[src/rtl/fir_serial.sv]
// -----------------------------------------------------------------------------
// fir_serial
//   Time-multiplexed FIR filter built around one multiply-accumulate unit.
//   A sample is accepted in IDLE, the MAC walks the TAPS taps one per clock,
//   and a final DONE cycle rounds, shifts and saturates the accumulator onto
//   out_data. One sample is processed every TAPS+2 clocks.
//
// Ports
//   clk        rising-edge clock
//   reset_n    asynchronous active-low reset
//   in_valid   in_data is offered
//   in_ready   block can accept a sample (high only in IDLE)
//   in_data    signed input sample, DATA_W bits
//   flush      clear the delay line (IDLE only, loses to in_valid)
//   coef_we    coefficient write strobe (IDLE only)
//   coef_addr  tap index to write; indices >= TAPS are ignored
//   coef_data  signed coefficient, COEF_W bits
//   out_valid  one-cycle pulse marking a new out_data
//   out_data   filtered sample, holds between pulses
//   sat_flag   out_data was clamped; aligned with out_valid
// -----------------------------------------------------------------------------
module fir_serial #(
  parameter int DATA_W = 16,
  parameter int COEF_W = 16,
  parameter int TAPS   = 16,
  parameter int FRAC   = 15,
  localparam int AW    = $clog2(TAPS)
) (
  input  logic              clk,
  input  logic              reset_n,
  input  logic              in_valid,
  output logic              in_ready,
  input  logic [DATA_W-1:0] in_data,
  input  logic              flush,
  input  logic              coef_we,
  input  logic [AW-1:0]     coef_addr,
  input  logic [COEF_W-1:0] coef_data,
  output logic              out_valid,
  output logic [DATA_W-1:0] out_data,
  output logic              sat_flag
);

  localparam int KW     = (AW > 0) ? AW : 1;
  localparam int PW     = DATA_W + COEF_W;
  localparam int ACC_W  = DATA_W + COEF_W + $clog2(TAPS);
  localparam int RND_SH = (FRAC > 0) ? FRAC - 1 : 0;

  localparam logic [KW-1:0] K_LAST = KW'(TAPS - 1);

  // Half-LSB bias at the output scale; zero when no shift is applied.
  localparam logic signed [ACC_W:0] RND =
    (FRAC > 0) ? ((ACC_W+1)'(1) << RND_SH) : '0;

  // Output range limits sign-extended to the rounded-value width.
  localparam logic signed [ACC_W:0] SAT_MAX =
    {{(ACC_W+1-DATA_W){1'b0}}, 1'b0, {(DATA_W-1){1'b1}}};
  localparam logic signed [ACC_W:0] SAT_MIN =
    {{(ACC_W+1-DATA_W){1'b1}}, 1'b1, {(DATA_W-1){1'b0}}};

  typedef enum logic [1:0] {
    IDLE = 2'd0,
    MAC  = 2'd1,
    DONE = 2'd2
  } state_t;

  state_t r_state;
  state_t w_state_nxt;

  logic signed [DATA_W-1:0] r_x [TAPS];
  logic signed [COEF_W-1:0] r_c [TAPS];
  logic signed [ACC_W-1:0]  r_acc;
  logic [KW-1:0]            r_k;

  logic                     r_out_valid;
  logic [DATA_W-1:0]        r_out_data;
  logic                     r_sat_flag;

  logic signed [DATA_W-1:0] w_in_data;
  logic signed [COEF_W-1:0] w_coef_data;
  logic                     w_addr_ok;
  logic signed [DATA_W-1:0] w_xk;
  logic signed [COEF_W-1:0] w_ck;
  logic signed [PW-1:0]     w_xk_ext;
  logic signed [PW-1:0]     w_ck_ext;
  logic signed [PW-1:0]     w_prod;
  logic signed [ACC_W-1:0]  w_prod_ext;
  logic signed [ACC_W:0]    w_rounded;
  logic [DATA_W:0]          w_sat_res;

  // Add the rounding bias and arithmetic-shift right: round half toward +inf.
  function automatic logic signed [ACC_W:0] round_shift(
    input logic signed [ACC_W-1:0] a
  );
    logic signed [ACC_W:0] t;
    t = (ACC_W+1)'(a) + RND;
    return t >>> FRAC;
  endfunction

  // Clamp to DATA_W signed range. Bit DATA_W of the result is the clamp flag.
  function automatic logic [DATA_W:0] saturate(
    input logic signed [ACC_W:0] r
  );
    if (r > SAT_MAX) begin
      return {1'b1, 1'b0, {(DATA_W-1){1'b1}}};
    end else if (r < SAT_MIN) begin
      return {1'b1, 1'b1, {(DATA_W-1){1'b0}}};
    end else begin
      return {1'b0, r[DATA_W-1:0]};
    end
  endfunction

  assign w_in_data   = in_data;
  assign w_coef_data = coef_data;
  assign w_addr_ok   = ({1'b0, coef_addr} < (AW+1)'(TAPS));

  assign w_xk        = r_x[r_k];
  assign w_ck        = r_c[r_k];
  assign w_xk_ext    = PW'(w_xk);
  assign w_ck_ext    = PW'(w_ck);
  assign w_prod      = w_xk_ext * w_ck_ext;
  assign w_prod_ext  = ACC_W'(w_prod);

  assign w_rounded   = round_shift(r_acc);
  assign w_sat_res   = saturate(w_rounded);

  assign in_ready    = (r_state == IDLE);
  assign out_valid   = r_out_valid;
  assign out_data    = r_out_data;
  assign sat_flag    = r_sat_flag;

  always_ff @(posedge clk or negedge reset_n) begin
    if (!reset_n) begin
      r_state <= IDLE;
    end else begin
      r_state <= w_state_nxt;
    end
  end

  always_comb begin
    w_state_nxt = r_state;
    case (r_state)
      IDLE: begin
        if (in_valid) begin
          w_state_nxt = MAC;
        end
      end
      MAC: begin
        if (r_k == K_LAST) begin
          w_state_nxt = DONE;
        end
      end
      DONE: begin
        w_state_nxt = IDLE;
      end
      default: begin
        w_state_nxt = IDLE;
      end
    endcase
  end

  always_ff @(posedge clk or negedge reset_n) begin
    if (!reset_n) begin
      for (int i = 0; i < TAPS; i++) begin
        r_x[i] <= '0;
        r_c[i] <= '0;
      end
      r_acc       <= '0;
      r_k         <= '0;
      r_out_valid <= 1'b0;
      r_out_data  <= '0;
      r_sat_flag  <= 1'b0;
    end else begin
      r_out_valid <= 1'b0;
      r_sat_flag  <= 1'b0;
      case (r_state)
        // Accept stage: sample enters the delay line, coefficient bank updates.
        IDLE: begin
          if (coef_we && w_addr_ok) begin
            r_c[coef_addr] <= w_coef_data;
          end
          if (in_valid) begin
            r_x[0] <= w_in_data;
            for (int i = 1; i < TAPS; i++) begin
              r_x[i] <= r_x[i-1];
            end
            r_acc <= '0;
            r_k   <= '0;
          end else if (flush) begin
            for (int i = 0; i < TAPS; i++) begin
              r_x[i] <= '0;
            end
          end
        end
        // MAC stage: one tap per clock, full-precision product.
        MAC: begin
          r_acc <= r_acc + w_prod_ext;
          r_k   <= r_k + 1'b1;
        end
        // Output stage: round, shift, saturate and publish.
        DONE: begin
          r_out_data  <= w_sat_res[DATA_W-1:0];
          r_sat_flag  <= w_sat_res[DATA_W];
          r_out_valid <= 1'b1;
        end
        default: begin
          r_k <= '0;
        end
      endcase
    end
  end

endmodule

[config.mk]
export PLATFORM = sky130hd
export DESIGN_NAME = fir_serial
export DESIGN_NICKNAME = d
export VERILOG_FILES = /design/src/rtl/fir_serial.sv
export SDC_FILE = /design/constraint.sdc
export NUM_CORES = 2
export LEC_CHECK = 0
export CAP_MARGIN = 10
export CELL_PAD_IN_SITES_DETAIL_PLACEMENT = 1
export CELL_PAD_IN_SITES_GLOBAL_PLACEMENT = 1
export CORE_MARGIN = 4
export CORE_UTILIZATION = 30
export DETAILED_ROUTE_END_ITERATION = 12
export GPL_TIMING_DRIVEN = 0
export MAX_ROUTING_LAYER = met4
export PLACE_DENSITY = 0.48
export SYNTH_ARGS = -nofsm -noshare
export SYNTH_HDL_FRONTEND = slang
export SYNTH_SLANG_ARGS = --single-unit
[constraint.sdc]
create_clock -name clk -period 11.1 [get_ports clk]
set_clock_uncertainty 0.2 [all_clocks]
set_input_delay 2.22 -clock clk [delete_from_list [all_inputs] [get_ports clk]]
set_output_delay 2.22 -clock clk [all_outputs]
set_load 0.02 [all_outputs]
==> impl_metrics.yaml <==
final_layout:
  drive_above_1_share_pct: 17.9
  stdcell_count: 4830
  syn2layout_area_growth_pct: 14.5
  antenna_cells: 0
  fill_cells: 13200
  stdcell_area_um2: 42000
  final_nets: 3615
sta:
  rsz0062_at_grt: "false"
  fmax_mhz: 94.3
  worst_pin_slew_ns: 1.26
  relSlewSlack_pct: 15.6
  finalCritPeriodShare_pct: 95.6
  hold_viol: 0
  maxSlewViolCount: 0
  setup_viol: 0
  fin_crit_ns: 10.61
route:
  drt_wl_total_um: 119000
  num_vias: 24400
  drtAntennaViolNets: 0
  routedWlPerCell_um: 24.7
  drc: 0
  vias_per_cell: 5.06
  dr.pass1.iters: 5
  dr.first_iter.drc_count: 1279
floorplan:
  ios: 60
  dieHeight_um: 358
  core-area_um2: 122000
  die-area_um2: 128000
  rows: 128
  initial_core_util_pct: 30.2
  die_w_um: 358
worst_hold_path:
  holdPathEnd: "out_data[15]$_DFFE_PN0P_"
  hold_path_startpoint: "out_data[15]$_DFFE_PN0P_"
  holdCritPathClass: "reg2reg"
  hold_path_depth: 2
yosys:
  netlist_instances: 3011
  synth-simple-area-share_pct: 5.84
  synth_xor_area_share_pct: 1.03
  yosysWarnings: 0
  yosys.area.top_type: "dfrtp_1"
  synth.top_cell.area_share_pct: 39.0
  synthAdderAreaFrac_pct: 20.8
  ys_ff_latch: 572
  synth_edf_count: 0
  synth_seq_area_share_pct: 39.0
  synth-compound-area-share_pct: 9.58
  synthesis.nets: 3475
  ys_top_cells_by_area: "dfrtp_1 (39%), fa_1 (17%), mux2_2 (8.6%)"
  async_reset_ff_share_pct: 100
  syn_avg_cell_area_um2: 12.2
  synthFlopType: "dfrtp_1"
  synth_top_family_by_area: "adder cells"
  synth.distinct_cells: 66
  synthMuxAreaShare_pct: 17.7
  syn_area_um2: 36700
clocking:
  cts.reportedPaths.clkPinSlew_ns: 0.06
  htree_levels: 3
  clock_path_buffers: 3
  cts_buffers: 73
  clk-insertion-delay-late_ns: 0.65
  cts_sinks: 572
  tritoncts: "done"
  postCtsSetupBuffers: 0
  clockRootBuffer: "clkbuf_16"
setup_path:
  r2r-start: "r_k[1]$_DFFE_PN0P_"
  arrival_ns: 10.94
  cp_common_cell: "fa_1"
  slowest_delay_ns: 0.71
  crit_required_ns: 11.43
  slowest_stage: "clkbuf_1"
  cp-start-kind: "flip-flop"
  crit_fanout: 10
  critical_path_class: "reg2reg"
  reg2regPathDepth: 28
  cp-end-kind: "flip-flop"
  r2r_setup_slack_ns: 0.49
  r2r-end: "r_acc[35]$_DFFE_PN0P_"
grt:
  grt_pass1_wl_um: 183000
  grt_max_degree: 122
  grt_pass1_vias: 27800
  grt_usage_pct: 19.5
  grt_overflow: 0
  antenna_found_initial: 0
placement:
  place_inst: 4701
  gp_congestion: 0.824
  dp_hpwl_um: 90200
  portBuffers: 57
  dpl-instance-area_um2: 39500
outcome:
  status: "finished, final reports clean"
flow_run:
  max_cap_violations: 0
kinds of logic (layout without fill, tap and decap cells):
group / after synthesis / after routing
flops: 572 / 572
mux: 444 / 444
xor+xnor: 43 / 43
simple gates: 492 / 492
buf+inv: 583 / 777
compound gates: 454 / 454
fa+ha+maj: 423 / 423
through the flow:
stage	worst slack, ns	hold WS, ns	setup TNS [ns]	utilization (%)
5_1_grt	0.0234	0.312	0	34.5
6_report	0.491	0.283	0	34.5
2_1_floorplan	2.96	0.255	0	-
4_1_cts	0.185	0.292	0	34.5
3_3_place_gp	-17.78	0.264	-	32.3
3_5_place_dp	-0.131	0.280	-0.131	32.5
cell type report:
cell class                 instances  area (um2)  share of cell area (%)
inverter                         403        1510                    3.60
buffer                           180         732                    1.74
clock inverter                    19         317                   0.753
clock buffer                     110        2180                    5.18
tap                             1625        2030                    4.84
multi-input combinational       1856       20200                    48.0
timing repair buffer              65         758                    1.80
sequential                       572       14300                    34.1
worst max path at each step:
stage | end | slack (ns) | from | depth (start not counted)
detailed placement | r_acc[35]$_DFFE_PN0P_ | -0.13 | r_k[1]$_DFFE_PN0P_ | 28
CTS | r_acc[35]$_DFFE_PN0P_ | 0.19 | r_k[1]$_DFFE_PN0P_ | 28
finish | r_acc[35]$_DFFE_PN0P_ | 0.49 | r_k[1]$_DFFE_PN0P_ | 28
floorplan | r_acc[35]$_DFFE_PN0P_ | 2.96 | r_k[0]$_DFFE_PN0P_ | 28
global placement | r_c[199]$_DFFE_PN0P_ | -17.78 | reset_n | 1
global route | r_acc[35]$_DFFE_PN0P_ | 0.02 | r_k[1]$_DFFE_PN0P_ | 27
layout by cell type (no fill, tap or decap), types with 32 or more instances in the layout:
cell / n
dfrtp_1: 572
inv_1: 401
fa_1: 314
mux2_2: 281
a22o_1: 262
nand2_1: 192
nor2_1: 178
clkbuf_1: 158
mux4_2: 135
ha_1: 109
clkbuf_16: 74
clkdlybuf4s50_1: 56
o21ai_0: 41
xnor2_1: 32
cell usage after synthesis, types with 16 or more instances:
cell        n
nand3_1    24
nor2_1    178
fa_1      314
o21ai_0    42
mux2i_1    28
o211ai_1   16
a21oi_1    28
xnor2_1    32
nand2_1   192
nand2b_1   17
dfrtp_1   572
buf_1      16
buf_2      18
inv_1     401
o21ai_1    29
mux4_2    135
a22o_1    262
clkbuf_1  143
mux2_2    281
ha_1      109
state kept, by name, summed over array words and instances (netlist names):
register / cells
out_data: 16
r_x: 256
r_state: 2
r_acc: 36
r_k: 4
out_valid: 1
sat_flag: 1
r_c: 256
per-layer routing:
| layer | part of all wire [%] | up-vias | track usage, % |
|---|---|---|---|
| met4 | 2.8 | 0 | 5.12 |
| met5 | 0 | - | - |
| met3 | 3.0 | 149 | 2.23 |
| li1 | - | 10600 | - |
| met1 | 47 | 13300 | 26.3 |
| met2 | 47 | 409 | 31.5 |
critical path: cells and delay by family, from the launching register on:
family / cells / cell delay [ns]
adders and majority gates: 7 / 3.36
buffers and inverters: 9 / 2.67
DFF: 1 / 0.53
AOI/OAI and AO/OA: 5 / 1.88
muxes: 2 / 0.76
and+or+nand+nor: 5 / 1.06
repair_timing:
item | CTS | global route
endpoints found under the setup margin | 1 | 1
gates resized for setup | 4 | 8
hold buffers | 0 | 0
Power is not shown: default switching activity piles up to over one toggle a cycle in this logic, so the estimate is an artifact.
